`config.mk`:
```
export PLATFORM = sky130hd
export DESIGN_NAME = latch_bank_ctrl
export DESIGN_NICKNAME = d
export VERILOG_FILES = /design/src/rtl/latch_bank_ctrl.sv
export SDC_FILE = /design/constraint.sdc
export NUM_CORES = 1
export LEC_CHECK = 0
export ABC_AREA = 1
export BUFFER_PORTS_ARGS = -buffer_cell sky130_fd_sc_hd__buf_2
export CAP_MARGIN = 10
export CELL_PAD_IN_SITES_DETAIL_PLACEMENT = 0
export CELL_PAD_IN_SITES_GLOBAL_PLACEMENT = 1
export CORE_MARGIN = 2
export CORE_UTILIZATION = 30
export CTS_CLUSTER_SIZE = 25
export DETAILED_ROUTE_END_ITERATION = 6
export GPL_ROUTABILITY_DRIVEN = 0
export PLACE_DENSITY = 0.82
export SYNTH_ARGS = -nofsm -noshare
export SYNTH_HDL_FRONTEND = slang
export SYNTH_SLANG_ARGS = --single-unit
```
`constraint.sdc`:
```
create_clock -name clk -period 2.95 [get_ports clk]
set_clock_uncertainty 0.1 [all_clocks]
set_input_delay 0.59 -clock clk [delete_from_list [all_inputs] [get_ports clk]]
set_output_delay 0.59 -clock clk [all_outputs]
set_load 0.02 [all_outputs]
```
`src/rtl/latch_bank_ctrl.sv`:
```
// latch_bank_ctrl: arbitrates write requesters onto a bank of transparent latches.
// Each write runs SETUP (data only), OPEN (one enable for OPEN_CYC cycles) and CLOSE (hold).
// Macro LATCH_BANK_CTRL_RR_EN selects round-robin arbitration; otherwise fixed priority.
module latch_bank_ctrl #(
    parameter int unsigned NUM_REQ     = 4,
    parameter int unsigned NUM_ENTRIES = 8,
    parameter int unsigned DATA_W      = 8,
    parameter int unsigned OPEN_CYC    = 1,
    localparam int unsigned ADDR_W     = $clog2(NUM_ENTRIES)
) (
    input  logic                      clk,
    input  logic                      rst,
    input  logic [NUM_REQ-1:0]        req_valid,
    input  logic [NUM_REQ*ADDR_W-1:0] req_addr,
    input  logic [NUM_REQ*DATA_W-1:0] req_data,
    output logic [NUM_REQ-1:0]        req_ready,
    output logic [NUM_ENTRIES-1:0]    lat_en,
    output logic [DATA_W-1:0]         lat_d,
    output logic                      busy,
    output logic                      done
);

    localparam int unsigned CNT_W = 4;

    typedef enum logic [1:0] {
        IDLE  = 2'd0,
        SETUP = 2'd1,
        OPEN  = 2'd2,
        CLOSE = 2'd3
    } state_t;

    state_t              state;
    logic [ADDR_W-1:0]   cap_addr;
    logic [CNT_W-1:0]    cnt;

    logic [NUM_REQ-1:0]  gnt_c;
    logic                gnt_any_c;
    logic [ADDR_W-1:0]   gnt_addr_c;
    logic [DATA_W-1:0]   gnt_data_c;

`ifdef LATCH_BANK_CTRL_RR_EN
    localparam int unsigned IDX_W = (NUM_REQ > 1) ? $clog2(NUM_REQ) : 1;

    logic [IDX_W-1:0]    rr_ptr;
    logic [IDX_W-1:0]    gnt_idx_c;

    // Round-robin pick: scan from rr_ptr upward, wrapping at NUM_REQ
    always_comb begin
        gnt_c      = '0;
        gnt_any_c  = 1'b0;
        gnt_addr_c = '0;
        gnt_data_c = '0;
        gnt_idx_c  = '0;
        for (int unsigned i = 0; i < NUM_REQ; i++) begin
            int unsigned idx;
            idx = (32'(rr_ptr) + i) % NUM_REQ;
            if (!gnt_any_c && req_valid[idx]) begin
                gnt_any_c  = 1'b1;
                gnt_c[idx] = 1'b1;
                gnt_idx_c  = IDX_W'(idx);
                gnt_addr_c = req_addr[idx*ADDR_W +: ADDR_W];
                gnt_data_c = req_data[idx*DATA_W +: DATA_W];
            end
        end
    end
`else
    // Fixed-priority pick: lowest-index valid requester wins
    always_comb begin
        gnt_c      = '0;
        gnt_any_c  = 1'b0;
        gnt_addr_c = '0;
        gnt_data_c = '0;
        for (int unsigned i = 0; i < NUM_REQ; i++) begin
            if (!gnt_any_c && req_valid[i]) begin
                gnt_any_c  = 1'b1;
                gnt_c[i]   = 1'b1;
                gnt_addr_c = req_addr[i*ADDR_W +: ADDR_W];
                gnt_data_c = req_data[i*DATA_W +: DATA_W];
            end
        end
    end
`endif

    // Accept strobe is only offered while idle and out of reset
    always_comb begin
        req_ready = '0;
        if (!rst && state == IDLE) begin
            req_ready = gnt_c;
        end
    end

    // Write sequencer: capture, data setup, enable window, hold/close
    always_ff @(posedge clk) begin
        if (rst) begin
            state    <= IDLE;
            cap_addr <= '0;
            cnt      <= '0;
            lat_en   <= '0;
            lat_d    <= '0;
            busy     <= 1'b0;
            done     <= 1'b0;
`ifdef LATCH_BANK_CTRL_RR_EN
            rr_ptr   <= '0;
`endif
        end else begin
            case (state)
                IDLE: begin
                    done <= 1'b0;
                    if (gnt_any_c) begin
                        cap_addr <= gnt_addr_c;
                        lat_d    <= gnt_data_c;
                        busy     <= 1'b1;
                        state    <= SETUP;
`ifdef LATCH_BANK_CTRL_RR_EN
                        rr_ptr   <= IDX_W'((32'(gnt_idx_c) + 32'd1) % NUM_REQ);
`endif
                    end
                end
                SETUP: begin
                    lat_en <= NUM_ENTRIES'(1) << cap_addr;
                    cnt    <= CNT_W'(OPEN_CYC - 1);
                    state  <= OPEN;
                end
                OPEN: begin
                    if (cnt == '0) begin
                        lat_en <= '0;
                        done   <= 1'b1;
                        state  <= CLOSE;
                    end else begin
                        cnt <= cnt - CNT_W'(1);
                    end
                end
                CLOSE: begin
                    done  <= 1'b0;
                    busy  <= 1'b0;
                    state <= IDLE;
                end
                default: begin
                    lat_en <= '0;
                    done   <= 1'b0;
                    busy   <= 1'b0;
                    state  <= IDLE;
                end
            endcase
        end
    end

endmodule

```
Word-level counts from Yosys, hierarchy flattened
Index checks and enable logic that the tools add are counted.

Memories: 0. Flip-flop bits (word level): 27. Bits in latches: 0. Input bits: 50. Logic and storage cells: 62. Memory bits (writable): 0. Memory bits (read-only): 0.

Bitwise gates (word level): 0. Mux-type cells: 27. Order comparisons: 0. Shift-type cells: 1. $mul: 0. Add/sub/neg operators: 1. Equal/unequal tests: 6. Divide/modulo/power cells: 0. Reductions and logical operators: 20.

Operator list (number): two-way mux 8 bit (5); case mux 8 bit (2 select lines) (1); two-way mux 3 bit (4); AND reduction 2 bit (6); two-way mux 1 bit (9); two-way mux 4 bit (2); case mux 2 bit (4 select lines) (1); case mux 4 bit (2 select lines) (1); << shifter 1 x 3 -> 8 bit, first input constant (1); inequality test 2 bit, second input constant (3); nonzero test 2 bit (3); equality test 2 bit, second input constant (2); logical AND 1 bit (4); zero test 1 bit (4); zero test 4 bit (1); two-way mux 2 bit (2); case mux 1 bit (2 select lines) (2); subtractor 4 x 1 -> 4 bit, second input constant (1); equality test 2 x 1 -> 1 bit, second input constant (1); zero test 2 bit (1); OR reduction 2 bit (1).

Depth between registers and ports, before layout
Depth in word-level cells: 12. Mapped depth: 9. Depth with buffers taken out: 8.

Least setup slack after synthesis
OpenSTA, ideal clock, no wires.

Path kind: input-to-output. From: input port req_valid[0]. To: output port req_ready[2]. Setup slack: 0.640 ns. Arrival time: 1.620 ns. Data required time: 2.260 ns. Stages on the path: 3. Cells stage by stage: buf_6 > clkbuf_1 > nor4_1.

Word-level cells in the longest chain between the ends: 8.

RTL lines: start: declaration (RTL line 13) `input logic [NUM_REQ-1:0] req_valid,`; two-way mux 1 bit (*) (RTL line 74) `if (!gnt_any_c && req_valid[i]) begin`; zero test 1 bit (RTL line 74); logical AND 1 bit (RTL line 74); two-way mux 1 bit (*) (RTL line 74); zero test 1 bit (*) (RTL line 74); logical AND 1 bit (*) (RTL line 74); two-way mux 1 bit (*) (RTL line 74); two-way mux 4 bit (*) (RTL line 87) `if (!rst && state == IDLE) begin`; end: declaration (RTL line 16) `output logic [NUM_REQ-1:0] req_ready,`.

Every way passes the cells marked *; elsewhere a longest branch is shown, timed or not.

Worst setup path after layout
From: input port rst. To: output port req_ready[2].

Word-level cells in the longest chain between the ends: 3.

RTL lines: start: declaration (RTL line 12) `input logic rst,`; zero test 1 bit (RTL line 87); logical AND 1 bit (RTL line 87); two-way mux 4 bit (RTL line 87).

No other way between the ends.

==> reports/metrics.cfg <==
[run_status]
status = finished clean

[critical_path]
cp_data_required_time_ns = 2.26
cp.arrival_ns = 1.62
path_max_fanout = 19
critPathKind = in2out
worstSetupStartpoint = rst
cp-end-kind = primary output
startpoint_type = input port
reg2reg_from = state[0]

[timing]
period_share = 0.783
hold_violations = 0
setup_violations = 0
drv_slew = 0
setup_tns_ns = 0
fin_crit_ns = 2.31
fmax_mhz = 433
relSlewSlack = 0.508
hold_ws_ns = 0.361
rsz0062_at_grt = no
worstMarginPinSlew_ns = 0.736

[floorplanning]
row_count = 26
start_util = 0.315
dieWidth_um = 77.7
die_h_um = 77.7
die_area_um2 = 6040
ios = 72
core_area_um2 = 5170

[final_layout]
synthToLayoutAreaGrowth_pct = 25.9
drive_gt1_frac = 0.293
fin_util = 0.397
final_area_um2 = 2050
fin_cells = 391
diodes = 0
nets = 378

[power_and_ir_drop]
leakage_uw = 0.00107
max-vdd-ir-drop_mv = 0.302
power-per-cell-area_nw_per_um2 = 790

[synth]
avgSynthCellArea_um2 = 6.34
yosysWarningCount = 0
seq_area_frac_synth = 0.332
synth-seq-cells = 27
synth_area_leaders = dfxtp_1 (33%), nand2_1 (17%), nand3_1 (9.5%)
syn_inst = 257
syn_area_um2 = 1630
synth_fp_nets = 313
synth-edff-count = 0
synth_cell_type_count = 24
synthTopCellsByCount = nand2_1 (75), nand3_1 (31), nor2_1 (31)
synthMostInstantiatedCell = nand2_1
yosysTopAreaCellShare = 0.332
async_flop_share = 0
synth_top_area_cell = dfxtp_1
ys.flop_type = dfxtp_1

[route]
drc = 0
drt_iter0_markers = 63
routed_wl_um = 4350
ant_nets = 0
via_per_inst = 4.56
vias = 1783
wire_per_inst_um = 11.1
first_pass_iters = 5

[global_routing]
antenna_found_initial = 0
grt_pass1_wl_um = 7530
grt_pass1_vias = 1685
grt_overflow = 0
track_usage = 0.153
grt_max_degree = 20

[clocking]
ctsResizeCount = 0
post_cts_buffers = 0
cts_buffers = 3
clock_path_buffers = 2
cts_hold_buf = 0
path_clk_slew_ns = 0.09
cts-root-buf = clkbuf_8
cts.htree.levels = 1
cts_tree = built
insertion_delay_ns = 0.27
clock-sinks = 27

[placement]
place_area_um2 = 2010
dp_hpwl_um = 3400
io_buffers = 71
dp_cells = 387

[min_path]
timing.hold.worst.class = reg2reg
hold_path_startpoint = lat_en[6]

[job]
drv_cap = 0

path summary, 6_finish.rpt:
kind | end | slack (ns) | cells after the start
worst max-delay path | req_ready[2] | 0.64 | 5
worst min-delay path | lat_en[6] | 0.36 | 2
worst max register to register | cap_addr[1] | 1.37 | 7
worst min register to register | lat_en[6] | 0.36 | 2
power breakdown:
part | internal, uW | switching [uW]
clock network | 96.6 | 111
registers | 487 | 76.7
logic | 284 | 567
total | 867 | 755
logic make-up after synthesis:
| family | count (synthesis) | share of synthesized area |
|---|---|---|
| AOI/OAI and AO/OA | 18 | 0.0568 |
| adders and majority gates | 6 | 0.0460 |
| buffers and inverters | 37 | 0.102 |
| DFF | 27 | 0.332 |
| and+or+nand+nor | 169 | 0.464 |
flip-flops by register name, summed over array words and instances (netlist names):
signal	flops
done	1
cap_addr	3
lat_d	8
lat_en	8
cnt	4
busy	1
state	2
per-layer routing:
layer	GRT usage	wire length [um]	part of all wire
met1	0.204	2090	0.48
met2	0.245	1920	0.44
met3	0.0349	313	0.072
met4	0.0429	27	0.0062
met5	0	0	0
per-stage QoR:
| stage | total power (uW) | setup slack [ns] |
|---|---|---|
| floorplan | 1220 | 0.640 |
| global placement | 1430 | 0.655 |
| detailed placement | 1430 | 0.637 |
| CTS | 1640 | 0.624 |
| global route | 1800 | 0.466 |
| finish | 1620 | 0.640 |
worst max-delay path: stages:
cell and delay [ns]:
buf_2 0.16, inv_2 0.27, nand2_1 0.18, nor4_1 0.20
buf_2 0.21
cell usage in the layout (no fill, tap or decap), drive strengths merged:
master and instances:
nor3 5, dfxtp 27, o21ai 5, nor2 41, o211ai 1, clkbuf 4, nand2 77, a21oi 12
nor4 1, nand3 32, nand4 12, buf 72, ha 6, inv 25, or2 1
area by class of cell:
cell class                      count  area, um2
Fill cell                         596       3120
Multi-Input combinational cell    193        923
Sequential cell                    27        541
Timing Repair Buffer               72        363
Inverter                           25       93.8
Tap cell                           70       87.6
Clock buffer                        4       45.0
(Power assumes the default switching activity.)
